<file path="src/rtl/pulse_stretcher_pkg.sv">
// Shared definitions for the pulse-family blocks: FSM state encoding.
package pulse_stretcher_pkg;

  typedef enum logic [1:0] {
    IDLE   = 2'd0,
    ACTIVE = 2'd1,
    GAP    = 2'd2
  } pulse_state_e;

endpackage

</file>
<file path="src/rtl/pulse_stretcher_if.sv">
// Trigger/width inputs and stretched/busy/dropped status of a pulse stretcher.
interface pulse_stretcher_if #(
  parameter int WIDTH_BITS = 8
);
  logic                  pulse_in;
  logic [WIDTH_BITS-1:0] width;
  logic                  stretched;
  logic                  busy;
  logic                  dropped;

  modport master (
    output pulse_in, width,
    input  stretched, busy, dropped
  );

  modport slave (
    input  pulse_in, width,
    output stretched, busy, dropped
  );
endinterface

</file>
<file path="src/rtl/pulse_counter.sv">
// Loadable down-counter with a zero flag; decrement saturates at zero.
module pulse_counter #(
  parameter int WIDTH_BITS = 8
) (
  input  logic                  clock,
  input  logic                  resetn,
  input  logic                  load,
  input  logic [WIDTH_BITS-1:0] load_value,
  input  logic                  dec,
  output logic                  zero
);

  logic [WIDTH_BITS-1:0] count_reg;

  always_ff @(posedge clock or negedge resetn) begin
    if (!resetn) begin
      count_reg <= '0;
    end else if (load) begin
      count_reg <= load_value;
    end else if (dec && (count_reg != '0)) begin
      count_reg <= count_reg - WIDTH_BITS'(1);
    end
  end

  assign zero = (count_reg == '0);

endmodule

</file>
<file path="src/rtl/pulse_stretcher.sv">
// Stretches each accepted trigger to a width-cycle pulse, then enforces a MIN_GAP low gap.
module pulse_stretcher
  import pulse_stretcher_pkg::*;
#(
  parameter int WIDTH_BITS = 8,
  parameter int RETRIGGER  = 0,
  parameter int MIN_GAP    = 1
) (
  input  logic        clock,
  input  logic        resetn,
  pulse_stretcher_if.slave bus
);

  if ((MIN_GAP < 0) || (longint'(MIN_GAP) >= (longint'(1) << WIDTH_BITS))) begin : g_bad_gap
    $error("MIN_GAP does not fit in WIDTH_BITS");
  end

  localparam bit RETRIG_EN = (RETRIGGER != 0);
  localparam logic [WIDTH_BITS-1:0] GAP_LOAD =
      (MIN_GAP > 0) ? WIDTH_BITS'(MIN_GAP - 1) : '0;

  pulse_state_e          state_reg, state_next;
  logic                  stretched_reg, stretched_next;
  logic                  dropped_reg, dropped_next;
  logic                  cnt_load, cnt_dec, cnt_zero;
  logic [WIDTH_BITS-1:0] cnt_load_value;
  logic [WIDTH_BITS-1:0] pulse_len_m1;

  // width==0 behaves as a one-cycle pulse
  assign pulse_len_m1 = (bus.width == '0) ? '0 : bus.width - WIDTH_BITS'(1);

  pulse_counter #(
    .WIDTH_BITS (WIDTH_BITS)
  ) u_counter (
    .clock      (clock),
    .resetn     (resetn),
    .load       (cnt_load),
    .load_value (cnt_load_value),
    .dec        (cnt_dec),
    .zero       (cnt_zero)
  );

  always_comb begin
    state_next     = state_reg;
    stretched_next = 1'b0;
    dropped_next   = 1'b0;
    cnt_load       = 1'b0;
    cnt_dec        = 1'b0;
    cnt_load_value = pulse_len_m1;
    case (state_reg)
      IDLE: begin
        if (bus.pulse_in) begin
          state_next     = ACTIVE;
          cnt_load       = 1'b1;
          stretched_next = 1'b1;
        end
      end
      ACTIVE: begin
        // a reload takes priority over expiry so the output never glitches low
        if (bus.pulse_in && RETRIG_EN) begin
          cnt_load       = 1'b1;
          stretched_next = 1'b1;
        end else begin
          dropped_next = bus.pulse_in;
          if (cnt_zero) begin
            if (MIN_GAP > 0) begin
              state_next     = GAP;
              cnt_load       = 1'b1;
              cnt_load_value = GAP_LOAD;
            end else begin
              state_next = IDLE;
            end
          end else begin
            cnt_dec        = 1'b1;
            stretched_next = 1'b1;
          end
        end
      end
      GAP: begin
        dropped_next = bus.pulse_in;
        if (cnt_zero) begin
          state_next = IDLE;
        end else begin
          cnt_dec = 1'b1;
        end
      end
      default: begin
        state_next = IDLE;
      end
    endcase
  end

  always_ff @(posedge clock or negedge resetn) begin
    if (!resetn) begin
      state_reg     <= IDLE;
      stretched_reg <= 1'b0;
      dropped_reg   <= 1'b0;
    end else begin
      state_reg     <= state_next;
      stretched_reg <= stretched_next;
      dropped_reg   <= dropped_next;
    end
  end

  assign bus.stretched = stretched_reg;
  assign bus.busy      = (state_reg != IDLE);
  assign bus.dropped   = dropped_reg;

endmodule
</file>
<file path="src/flat_wrapper.sv">
// flat-port wrapper written by rule: the top's interface ports become plain ports
module pulse_stretcher_flat import pulse_stretcher_pkg::*;
#(
  parameter int WIDTH_BITS = 8,
  parameter int RETRIGGER  = 0,
  parameter int MIN_GAP    = 1
)
  (clock, resetn, bus_pulse_in, bus_width, bus_stretched, bus_busy, bus_dropped);
  pulse_stretcher_if #(.WIDTH_BITS(WIDTH_BITS)) bus_i ();
  input  logic clock;
  input  logic resetn;
  input wire logic [$bits(bus_i.pulse_in)-1:0] bus_pulse_in;
  input wire logic [$bits(bus_i.width)-1:0] bus_width;
  output wire logic [$bits(bus_i.stretched)-1:0] bus_stretched;
  output wire logic [$bits(bus_i.busy)-1:0] bus_busy;
  output wire logic [$bits(bus_i.dropped)-1:0] bus_dropped;
  assign bus_i.pulse_in = bus_pulse_in;
  assign bus_i.width = bus_width;
  assign bus_stretched = bus_i.stretched;
  assign bus_busy = bus_i.busy;
  assign bus_dropped = bus_i.dropped;
  pulse_stretcher #(.WIDTH_BITS(WIDTH_BITS), .RETRIGGER(RETRIGGER), .MIN_GAP(MIN_GAP)) u_core (.clock(clock), .resetn(resetn), .bus(bus_i));
endmodule
</file>
<file path="config.mk">
export PLATFORM = sky130hd
export DESIGN_NAME = pulse_stretcher_flat
export DESIGN_NICKNAME = d
export VERILOG_FILES = /design/src/rtl/pulse_stretcher_pkg.sv /design/src/rtl/pulse_stretcher_if.sv /design/src/rtl/pulse_counter.sv /design/src/rtl/pulse_stretcher.sv /design/src/flat_wrapper.sv
export SDC_FILE = /design/constraint.sdc
export NUM_CORES = 1
export LEC_CHECK = 0
export ABC_AREA = 1
export CORE_ASPECT_RATIO = 1.25
export CORE_UTILIZATION = 57
export CTS_CLUSTER_SIZE = 16
export DETAILED_ROUTE_END_ITERATION = 6
export PLACE_DENSITY = 0.82
export SETUP_SLACK_MARGIN = 0.1
export SLEW_MARGIN = 5
export SYNTH_ARGS = -nofsm -noshare
export SYNTH_HDL_FRONTEND = slang
export SYNTH_SLANG_ARGS = --single-unit
</file>
<file path="constraint.sdc">
create_clock -name clock -period 4.2 [get_ports clock]
set_input_delay 0.84 -clock clock [delete_from_list [all_inputs] [get_ports clock]]
set_output_delay 0.84 -clock clock [all_outputs]
set_load 0.05 [all_outputs]
</file>
==> results of run 1 <==
-- layout by cell type (no fill, tap or decap) --
cell type,Yosys,layout
nor3_4,1,1
nand2_4,1,1
nor2_1,17,17
nand2_2,1,1
nor2_8,1,1
nor4_1,1,1
nor3_2,1,1
xor2_1,2,2
nand4_1,1,1
nand2_1,60,60
inv_1,17,17
a21oi_4,1,1
o21ai_0,4,4
xnor2_1,6,6
o22ai_1,1,1
nor2_2,3,3
ha_1,8,8
o21ai_2,1,1
clkbuf_8,0,1
clkbuf_4,0,3
a21oi_1,2,2
nand3_1,5,5
clkdlybuf4s50_1,0,13
dfrtp_1,12,12
-- final timing paths --
check                                                           from                                         to  slack, ns  depth (start not counted)
setup / recovery                     u_core.state_reg[0]$_DFFE_PN0P_                                   bus_busy       1.53                          4
hold / removal             u_core.u_counter.count_reg[0]$_DFFE_PN0P_  u_core.u_counter.count_reg[0]$_DFFE_PN0P_       0.51                          2
setup reg to reg                     u_core.state_reg[0]$_DFFE_PN0P_  u_core.u_counter.count_reg[4]$_DFFE_PN0P_       2.46                         10
hold reg to reg            u_core.u_counter.count_reg[0]$_DFFE_PN0P_  u_core.u_counter.count_reg[0]$_DFFE_PN0P_       0.51                          2
max in group asynchronous                                     resetn  u_core.u_counter.count_reg[4]$_DFFE_PN0P_       2.91                          1
min in group asynchronous                                     resetn             u_core.bus.stretched$_DFF_PN0_       0.92                          1
-- worst reg2reg max path, stage by stage, from the launching register on --
cell and delay [ns]:
dfrtp_1 0.40, inv_1 0.14, ha_1 0.19, nand2_1 0.07, inv_1 0.18, o21ai_0 0.15, nor2_2 0.28, nand2_1 0.09
nand2_1 0.07, nand2_1 0.05, nand2_1 0.07
-- cell usage after synthesis --
| library cell | instances |
|---|---|
| nor3_4 | 1 |
| nor3_2 | 1 |
| nor2_8 | 1 |
| a21oi_1 | 2 |
| buf_4 | 1 |
| nor4_1 | 1 |
| xnor2_1 | 6 |
| ha_1 | 8 |
| nand2_4 | 1 |
| xor2_1 | 2 |
| inv_1 | 17 |
| dfrtp_1 | 12 |
| o21ai_0 | 4 |
| a21oi_4 | 1 |
| o22ai_1 | 1 |
| nor2_1 | 17 |
| nand4_1 | 1 |
| o21ai_2 | 1 |
| nand2_1 | 60 |
| nor2_2 | 3 |
| nand2_2 | 1 |
| nand3_1 | 5 |
-- kinds of logic after synthesis --
kind of cell               Yosys count  synth area share
and+or+nand+nor                     92            0.4042
buffers and inverters               18           0.07046
DFF                                 12            0.2967
AOI/OAI and AO/OA                    9           0.06058
xor gates and xnor gates             8           0.06922
adders and majority gates            8           0.09889
-- layer usage --
layer / global-route usage / vias up / share of wire
met5: 0 / - / 0
met4: 0.1264 / 0 / 0.016
met3: 0.02740 / 4 / 0.033
met2: 0.4590 / 29 / 0.56
met1: 0.2690 / 400 / 0.39
li1: - / 482 / -
-- power by group through the flow --
stage | logic, mW | registers [mW] | clock network, mW
after floorplan | 0.457 | 0.245 | 0
after global placement | 0.592 | 0.225 | 0
after detailed placement | 0.608 | 0.227 | 0
after CTS | 0.613 | 0.225 | 0.0939
after global routing | 0.705 | 0.234 | 0.0977
final | 0.607 | 0.225 | 0.0941
-- stage by stage --
stage	setup WS (ns)	hold slack, ns	std cells
after global placement	1.847	0.4668	177
after CTS	1.522	0.5089	181
final	1.531	0.5050	181
after detailed placement	1.822	0.4886	177
after floorplan	2.403	0.4488	147
after global routing	1.404	0.5538	181
-- cell type report --
cell class              instances  area (um2)  area share
well taps                      18       22.52     0.01887
inverters                      17       63.81     0.05346
multi-input cells             117       640.6      0.5367
repair buffers                 13       130.1      0.1090
flip-flops and latches         12       300.3      0.2516
clock buffers                   4       36.28     0.03040
==> key figures, run 1 <==
Outcome
  • Outcome: finished, final reports clean

Job
  • Total of max-cap violations: 0

Placed design
  • Routability Congestion: 0.7793
  • I/O Buffers: 13
  • Detail Placement HPWL: 1.600 mm
  • DP Area: 1157 um2

Clock network
  • Postcts setup bufs: 0
  • Total CTS buffers: 3
  • TritonCTS Sinks: 12
  • Clock slew at reported path FFs: 0.08 ns
  • CTS H-Tree Depth: 1
  • TritonCTS clock tree: done
  • # hold bufs at CTS: 0
  • CTS max path bufs: 2
  • CTS root buffer: clkbuf_4
  • CTS resizes: 0
  • Clk_lat worst skew: 0.27 ns

Route
  • ANT nets after route: 0
  • DR vias/cell: 5.055
  • TritonRoute pass-1 iters: 4
  • Detailed Route WL: 1.916 mm
  • Vias: 915
  • Residual DRC: 0
  • Wire length per cell: 10.59 um
  • Violation count after the first detailed-routing iteration: 36

Timing
  • RSZ-0062 raised after global routing: false
  • Setup_tns: 0 ns
  • Final hold vios: 0
  • Pin slew with the least headroom to its limit: 0.5589 ns
  • Fin crit share: 0.6354
  • Fmax: 374.7 MHz
  • Slew Limit Headroom: 0.6262
  • Fin. max-slew vios: 0
  • Worst Skew: 0.004206 ns
  • Setup violations, final: 0
  • Fin crit period: 2.669 ns

Global routing
  • Initial antenna violation count: 0
  • Global-route wire length before repair: 3.553 mm
  • GR Util All Layers: 0.2551
  • Vias in the first global route: 952
  • Largest net degree at the start of global routing: 13
  • Grt ovf: 0

Synthesis
  • Synth cell types: 22
  • Synth Area per Inst: 6.886 um2
  • Mapped Area: 1012 um2
  • Post-synth top area share: 0.2967
  • Synth Instances: 147
  • Ys Warns: 0
  • Synthesized flop and latch total: 12
  • Register area share after synthesis: 0.2967
  • Net count after synthesis: 166
  • Largest cells by area after synthesis: dfrtp_1 (30%), nand2_1 (22%), ha_1 (9.9%)
  • Cell taking the most area after synthesis: dfrtp_1

Cells and area
  • Fillcell total: 137
  • Number of flip-flops in the largest register: 8
  • Area grow syn2layout: 17.92%
  • Diode count: 0
  • Util after Layout: 0.7361
  • Fin area: 1194 um2
  • Share of layout cells above drive strength 1: 0.08589
  • Nets: 183

Floorplan
  • Height of the die: 49.12 um
  • Io pins: 14
  • Initial Utilization: 0.6242
  • Row cnt: 16
  • Die area: 1949 um2
  • Die width: 39.69 um
  • Core ar.: 1622 um2

Power
  • Switching part of the total: 0.5178
  • Final Power: 0.9263 mW
  • Clk pwr share: 0.102
  • Sequential share of power: 0.243
  • Int Pwr: 0.4466 mW
  • Combinational fraction of design power: 0.655
  • Net switching power: 0.4797 mW
  • Pleak: 0.6411 nW
  • Power Dens Cells: 776.0 nW/um2
  • Peak supply drop: 431.4 uV

Setup path
  • CP Launch Type: flop
  • CP max stage cell: clkdlybuf4s50_1
  • Crit path cell chain: inv_1, ha_1, inv_1, clkdlybuf4s50_1
  • CP Capture Type: primary output
  • Cell mode on critical path: inv_1
  • Critical Path RT: 3.36 ns
  • WP data arrival: 1.83 ns
  • Critical path buffers and inverters: 3
  • Crit Path Class: reg2out
  • Max stage delay on crit path: 0.79 ns
  • CP top delay family: buffers and inverters
  • Crit-path max FO: 4

Hold path
  • Type of the most critical hold path: reg2reg
No activity file was read; power rests on OpenSTA's default activity.
==> inputs of run 2 (changes only) <==
Settings changed: CORE_UTILIZATION 57 to 53, PLACE_DENSITY 0.82 to 0.77.
Clock period 4.2 ns to 2.56 ns, I/O delays scaled along.
==> key figures, run 2 (synthesis results as in run 1) <==
Timing
  • Fin crit period: 1.982 ns
  • Setup ws final: 0.5776 ns (-0.9538 ns)
  • Slew Limit Headroom: 0.6367 (+0.01047)
  • RSZ-0062 raised after global routing: false
  • Fmax: 504.4 MHz
  • Pin slew with the least headroom to its limit: 0.5432 ns (-0.01566 ns)
  • Fin crit share: 0.7744
  • Final hold vios: 0 (unchanged)
  • Fin. max-slew vios: 0 (unchanged)
  • Setup violations, final: 0 (unchanged)
  • Worst Skew: 0.007728 ns (+0.003522 ns)
  • Setup_tns: 0 ns (unchanged)

Setup path
  • CP Launch Type: flop
  • CP top delay family: buffers and inverters
  • WP data arrival: 1.47 ns (-0.36 ns)
  • Crit Path Class: reg2out
  • R2R setup slack: 0.83 ns (-1.63 ns)
  • Max stage delay on crit path: 0.41 ns (-0.38 ns)
  • CP max stage cell: dlymetal6s2s_1
  • Reg2reg path depth: 10 (unchanged)
  • Crit-path max FO: 4 (unchanged)
  • FF-to-FF Start: u_core.state_reg[0]$_DFFE_PN0P_
  • CP Capture Type: primary output
  • Crit path cell chain: inv_1, ha_1, inv_1, dlymetal6s2s_1
  • Critical Path RT: 2.05 ns (-1.31 ns)
  • R2r endpoint: u_core.u_counter.count_reg[4]$_DFFE_PN0P_
  • Cell mode on critical path: inv_1
  • Critical path buffers and inverters: 3 (unchanged)

Hold path
  • Hold EP: u_core.u_counter.count_reg[0]$_DFFE_PN0P_
  • Worst Hold Depth: 2 (unchanged)
  • Hold path start: u_core.u_counter.count_reg[0]$_DFFE_PN0P_
  • Type of the most critical hold path: reg2reg

Route
  • WL met1: 777 um (+4.3%)
  • DR vias/cell: 5.242 (+3.7%)
  • ANT nets after route: 0 (unchanged)
  • Routed wl met3: 103 um (+61%)
  • Wire length per cell: 11.29 um (+6.7%)
  • TritonRoute pass-1 iters: 4 (unchanged)
  • Max Used Layer: met4
  • Detailed Route WL: 2.055 mm (+7.3%)
  • Vias: 954 (+4.3%)
  • Violation count after the first detailed-routing iteration: 13 (-64%)
  • WL met2: 1.114 mm (+3.7%)
  • Residual DRC: 0 (unchanged)

Cells and area
  • Util after Layout: 0.6702 (-0.06594)
  • Multi-input logic area: 640.6 um2 (unchanged)
  • Share of layout cells above drive strength 1: 0.08589 (unchanged)
  • Most frequent cells in the layout: nand2_1 (60), inv_1 (17), nor2_1 (17)
  • Nets: 183 (unchanged)
  • Diode count: 0 (unchanged)
  • Area grow syn2layout: 18.29%
  • Register Area: 300.3 um2 (unchanged)
  • Most common cell after layout, fill and taps aside: nand2_1
  • Fillcell total: 172 (+26%)
  • Number of flip-flops in the largest register: 8 (unchanged)

Outcome
  • Outcome: finished, final reports clean

Global routing
  • Initial antenna violation count: 0 (unchanged)
  • Grt ovf: 0 (unchanged)
  • GR Util All Layers: 0.2449 (-0.01016)
  • Largest net degree at the start of global routing: 13 (unchanged)
  • Vias in the first global route: 903 (-5.1%)
  • Global-route wire length before repair: 3.519 mm (-0.96%)

Clock network
  • CTS H-Tree Depth: 1 (unchanged)
  • TritonCTS clock tree: done
  • TritonCTS Sinks: 12 (unchanged)
  • Postcts setup bufs: 0 (unchanged)
  • Clock slew at reported path FFs: 0.09 ns (about the same)
  • CTS max path bufs: 2 (unchanged)
  • Clk_lat worst skew: 0.28 ns (about the same)
  • # hold bufs at CTS: 0 (unchanged)
  • CTS root buffer: clkbuf_4
  • Total CTS buffers: 3 (unchanged)

Placed design
  • I/O Buffers: 13 (unchanged)
  • Detail Placement HPWL: 1.690 mm (+5.6%)
  • Post-Place Setup Slack: 0.4968 ns (-1.325 ns)
  • Routability Congestion: 0.7907 (+1.5%)

Floorplan
  • Core ar.: 1787 um2 (+10%)
  • Io pins: 14 (unchanged)
  • Row cnt: 17 (+1)
  • Die area: 2090 um2 (+7.2%)
  • Height of the die: 50.86 um (+3.6%)
  • Initial Utilization: 0.5665 (-0.05770)
  • Die width: 41.09 um (+3.5%)

Power
  • Pleak: 0.6461 nW (+0.78%)
  • Peak supply drop: 615.7 uV (+43%)
  • Power Dens Cells: 1288 nW/um2 (+66%)

Job
  • Total of max-cap violations: 0 (unchanged)
==> run 2: cell types whose count changed in the layout (fill, tap and decap cells not counted) <==
cell and delta:
clkdlybuf4s50_1 -1, dlymetal6s2s_1 +1
==> run 2: worst max-delay path by stage <==
stage	startpoint	end	slack (ns)	cells after the start
after global routing	u_core.state_reg[0]$_DFFE_PN0P_	bus_busy	0.45	4
after detailed placement	u_core.state_reg[0]$_DFFE_PN0P_	bus_busy	0.50	4
final	u_core.state_reg[0]$_DFFE_PN0P_	bus_busy	0.58	4
after global placement	u_core.state_reg[0]$_DFFE_PN0P_	bus_busy	0.52	4
after floorplan	u_core.state_reg[0]$_DFFE_PN0P_	u_core.u_counter.count_reg[5]$_DFFE_PN0P_	1.07	10
after CTS	u_core.state_reg[0]$_DFFE_PN0P_	bus_busy	0.19	4
==> run 2: power by group <==
part	switching (mW)	total, mW	leakage (nW)	internal, mW
combinational	0.655	1.01	0.476	0.357
clock	0.0714	0.158	0.0210	0.0865
sequential	0.0835	0.372	0.149	0.289
==> run 2: tightest hold or removal path: stages, from the launching register on <==
cell,delay [ns]
dfrtp_1,0.34
nand2_1,0.05
nand2_1,0.06
==> run 2: per-stage QoR <==
step                      hold slack [ns]  std cells  cell area, um2  total power, mW
after floorplan                    0.2164        147            1012            1.152
after global placement             0.4632        178            1159            1.341
after detailed placement           0.4694        178            1159            1.384
after CTS                          0.4886        182            1195            1.545
after global routing               0.5157        182            1197            1.699
final                              0.4877        182            1197            1.542
==> run 2: final cells by class <==
type,instances,area share
multi-input combinational,117,0.5350
sequential,12,0.2508
timing repair buffer,13,0.1108
inverter,17,0.05329
clock buffer,4,0.03030
tap,19,0.01985
==> run 2: per-layer routing <==
metal,GRT usage,vias to the layer above
li1,-,482
met1,0.2669,426
met2,0.4323,34
met3,0.03913,12
met4,0.1075,0
met5,0,-
==> run 2: repair_timing <==
item / CTS / global route
resized for setup: 0 / 1
hold endpoints to repair: 0 / 0
setup endpoints to repair: 0 / 1
==> inputs of run 3 (changes only) <==
Settings changed: CORE_UTILIZATION 53 to 48, PLACE_DENSITY 0.77 to 0.73.
Clock period 2.56 ns to 1.7 ns, I/O delays scaled along.
==> key figures, run 3 (synthesis results as in run 1) <==
Timing
  • RSZ-0062 raised after global routing: false
  • Setup violations, final: 0 (unchanged)
  • Pin slew with the least headroom to its limit: 0.6068 ns (+0.06353 ns)
  • Fin crit share: 0.9339
  • Fin. max-slew vios: 0 (unchanged)
  • Slew Limit Headroom: 0.5942 (-0.04249)
  • Fin crit period: 1.588 ns
  • Worst Skew: 0.002587 ns (-0.005140 ns)
  • Worst hold slack: 0.4423 ns (-0.04542 ns)
  • Final hold vios: 0 (unchanged)
  • Fmax: 629.9 MHz

Setup path
  • Critical path buffers and inverters: 4 (+1)
  • Max stage delay on crit path: 0.40 ns (about the same)
  • Crit path cell chain: inv_4, ha_4, nand2_4, inv_2, buf_6, a21oi_4, clkbuf_16, nand2_1, nand2_1, nand2_1, nand2_1
  • R2R setup slack: 0.11 ns (-0.72 ns)
  • Crit path depth: 11 (+7)
  • WP data arrival: 1.80 ns (+0.33 ns)
  • Reg2reg path depth: 11 (+1)
  • CP max stage cell: dfrtp_1
  • CP Launch Type: flop
  • CP Capture Type: flop
  • Crit-path max FO: 5 (+1)
  • CP top delay family: buffers and inverters
  • Cell mode on critical path: nand2_1
  • Critical Path RT: 1.92 ns (-0.13 ns)
  • Crit Path Class: reg2reg

Cells and area
  • Fillcell total: 154 (-10%)
  • Register Area: 302.8 um2 (+0.83%)
  • Final cell count without fillers: 204 (+12%)
  • Number of flip-flops in the largest register: 8 (unchanged)
  • Multi-input logic area: 719.4 um2 (+12%)
  • Share of layout cells above drive strength 1: 0.2826 (+0.1967)
  • Most frequent cells in the layout: nand2_1 (58), buf_4 (21), nor2_1 (15)
  • Most common cell after layout, fill and taps aside: nand2_1
  • Nets: 205 (+12%)
  • Fin area: 1470 um2 (+23%)
  • Area grow syn2layout: 45.24%
  • Util after Layout: 0.7418 (+0.07163)
  • Diode count: 0 (unchanged)

Clock network
  • CTS root buffer: clkbuf_4
  • CTS H-Tree Depth: 1 (unchanged)
  • TritonCTS Sinks: 12 (unchanged)
  • # hold bufs at CTS: 0 (unchanged)
  • Clock slew at reported path FFs: 0.08 ns (about the same)
  • Total CTS buffers: 3 (unchanged)
  • CTS max path bufs: 2 (unchanged)
  • TritonCTS clock tree: done
  • Clk_lat worst skew: 0.27 ns (about the same)

Placed design
  • DP Area: 1260 um2 (+8.7%)
  • Routability Congestion: 0.8674 (+9.7%)
  • Placed insts: 190 (+6.7%)
  • I/O Buffers: 13 (unchanged)
  • Detail Placement HPWL: 1.718 mm (+1.6%)

Floorplan
  • Die area: 2298 um2 (+9.9%)
  • Io pins: 14 (unchanged)
  • Initial Utilization: 0.5107 (-0.05579)
  • Core ar.: 1982 um2 (+11%)
  • Die width: 43.08 um (+4.8%)
  • Row cnt: 18 (+1)
  • Height of the die: 53.34 um (+4.9%)

Power
  • Power Dens Cells: 1945 nW/um2 (+51%)
  • Final Power: 2.860 mW (+85%)
  • Peak supply drop: 1572 uV (+160%)
  • Pleak: 0.7817 nW (+21%)

Global routing
  • GR Util All Layers: 0.2318 (-0.01312)
  • Grt ovf: 0 (unchanged)
  • Initial antenna violation count: 0 (unchanged)
  • Vias in the first global route: 940 (+4.1%)
  • Global-route wire length before repair: 3.953 mm (+12%)
  • Largest net degree at the start of global routing: 13 (unchanged)

Route
  • Residual DRC: 0 (unchanged)
  • Detailed Route WL: 2.573 mm (+25%)
  • ANT nets after route: 0 (unchanged)
  • Wire length per cell: 12.61 um (+12%)
  • TritonRoute pass-1 iters: 4 (unchanged)
  • Violation count after the first detailed-routing iteration: 26 (+13)
  • Vias: 1024 (+7.3%)
  • DR vias/cell: 5.020 (-4.2%)

Hold path
  • Type of the most critical hold path: in2async

Job
  • Total of max-cap violations: 0 (unchanged)

Outcome
  • Outcome: finished, final reports clean
## run 3: where the power goes
part,leakage (nW),switching (mW),total (mW),internal (mW)
registers,0.146,0.141,0.581,0.439
clock network,0.0138,0.103,0.185,0.0820
logic,0.621,1.18,2.09,0.916
total,0.782,1.42,2.86,1.44
## run 3: per-layer routing
metal	GRT usage	routed length (um)
met1	0.2688	1107
met2	0.4268	1311
met3	0.03072	65
met4	0.09091	88
met5	0	0
## run 3: path summary, 6_finish.rpt
check                                                               start                                         to
max in group asynchronous                                          resetn  u_core.u_counter.count_reg[4]$_DFFE_PN0P_
worst max-delay path                      u_core.state_reg[1]$_DFFE_PN0P_  u_core.u_counter.count_reg[3]$_DFFE_PN0P_
worst max register to register            u_core.state_reg[1]$_DFFE_PN0P_  u_core.u_counter.count_reg[3]$_DFFE_PN0P_
min in group clock              u_core.u_counter.count_reg[0]$_DFFE_PN0P_  u_core.u_counter.count_reg[0]$_DFFE_PN0P_
worst min register to register  u_core.u_counter.count_reg[0]$_DFFE_PN0P_  u_core.u_counter.count_reg[0]$_DFFE_PN0P_
worst min-delay path                                               resetn  u_core.u_counter.count_reg[5]$_DFFE_PN0P_
## run 3: area by class of cell
type	instances	area share
clock buffer	3	0.01532
inverter	17	0.04511
multi-input combinational	117	0.4894
sequential	12	0.2060
tap	20	0.01702
timing repair buffer	35	0.2272
## run 3: through the flow
step	setup TNS (ns)	setup WS, ns
after floorplan	0	0.2100
after global placement	-0.5487	-0.08765
after detailed placement	-0.8439	-0.1263
after CTS	0	0.1036
after global routing	0	0.03689
final	0	0.1124
## run 3: worst register-to-register path, stage by stage (launching register included)
cell and delay [ns]:
dfrtp_1 0.40, inv_4 0.07, ha_4 0.17, nand2_4 0.07, inv_2 0.04, buf_6 0.12
a21oi_4 0.23, clkbuf_16 0.20, nand2_1 0.05, nand2_1 0.06, nand2_1 0.05, nand2_1 0.07
## run 3: timing repair
item                                    in CTS  in global routing
gates resized for setup                      0                 26
endpoints found under the setup margin       0                  9
setup buffers                                0                 10
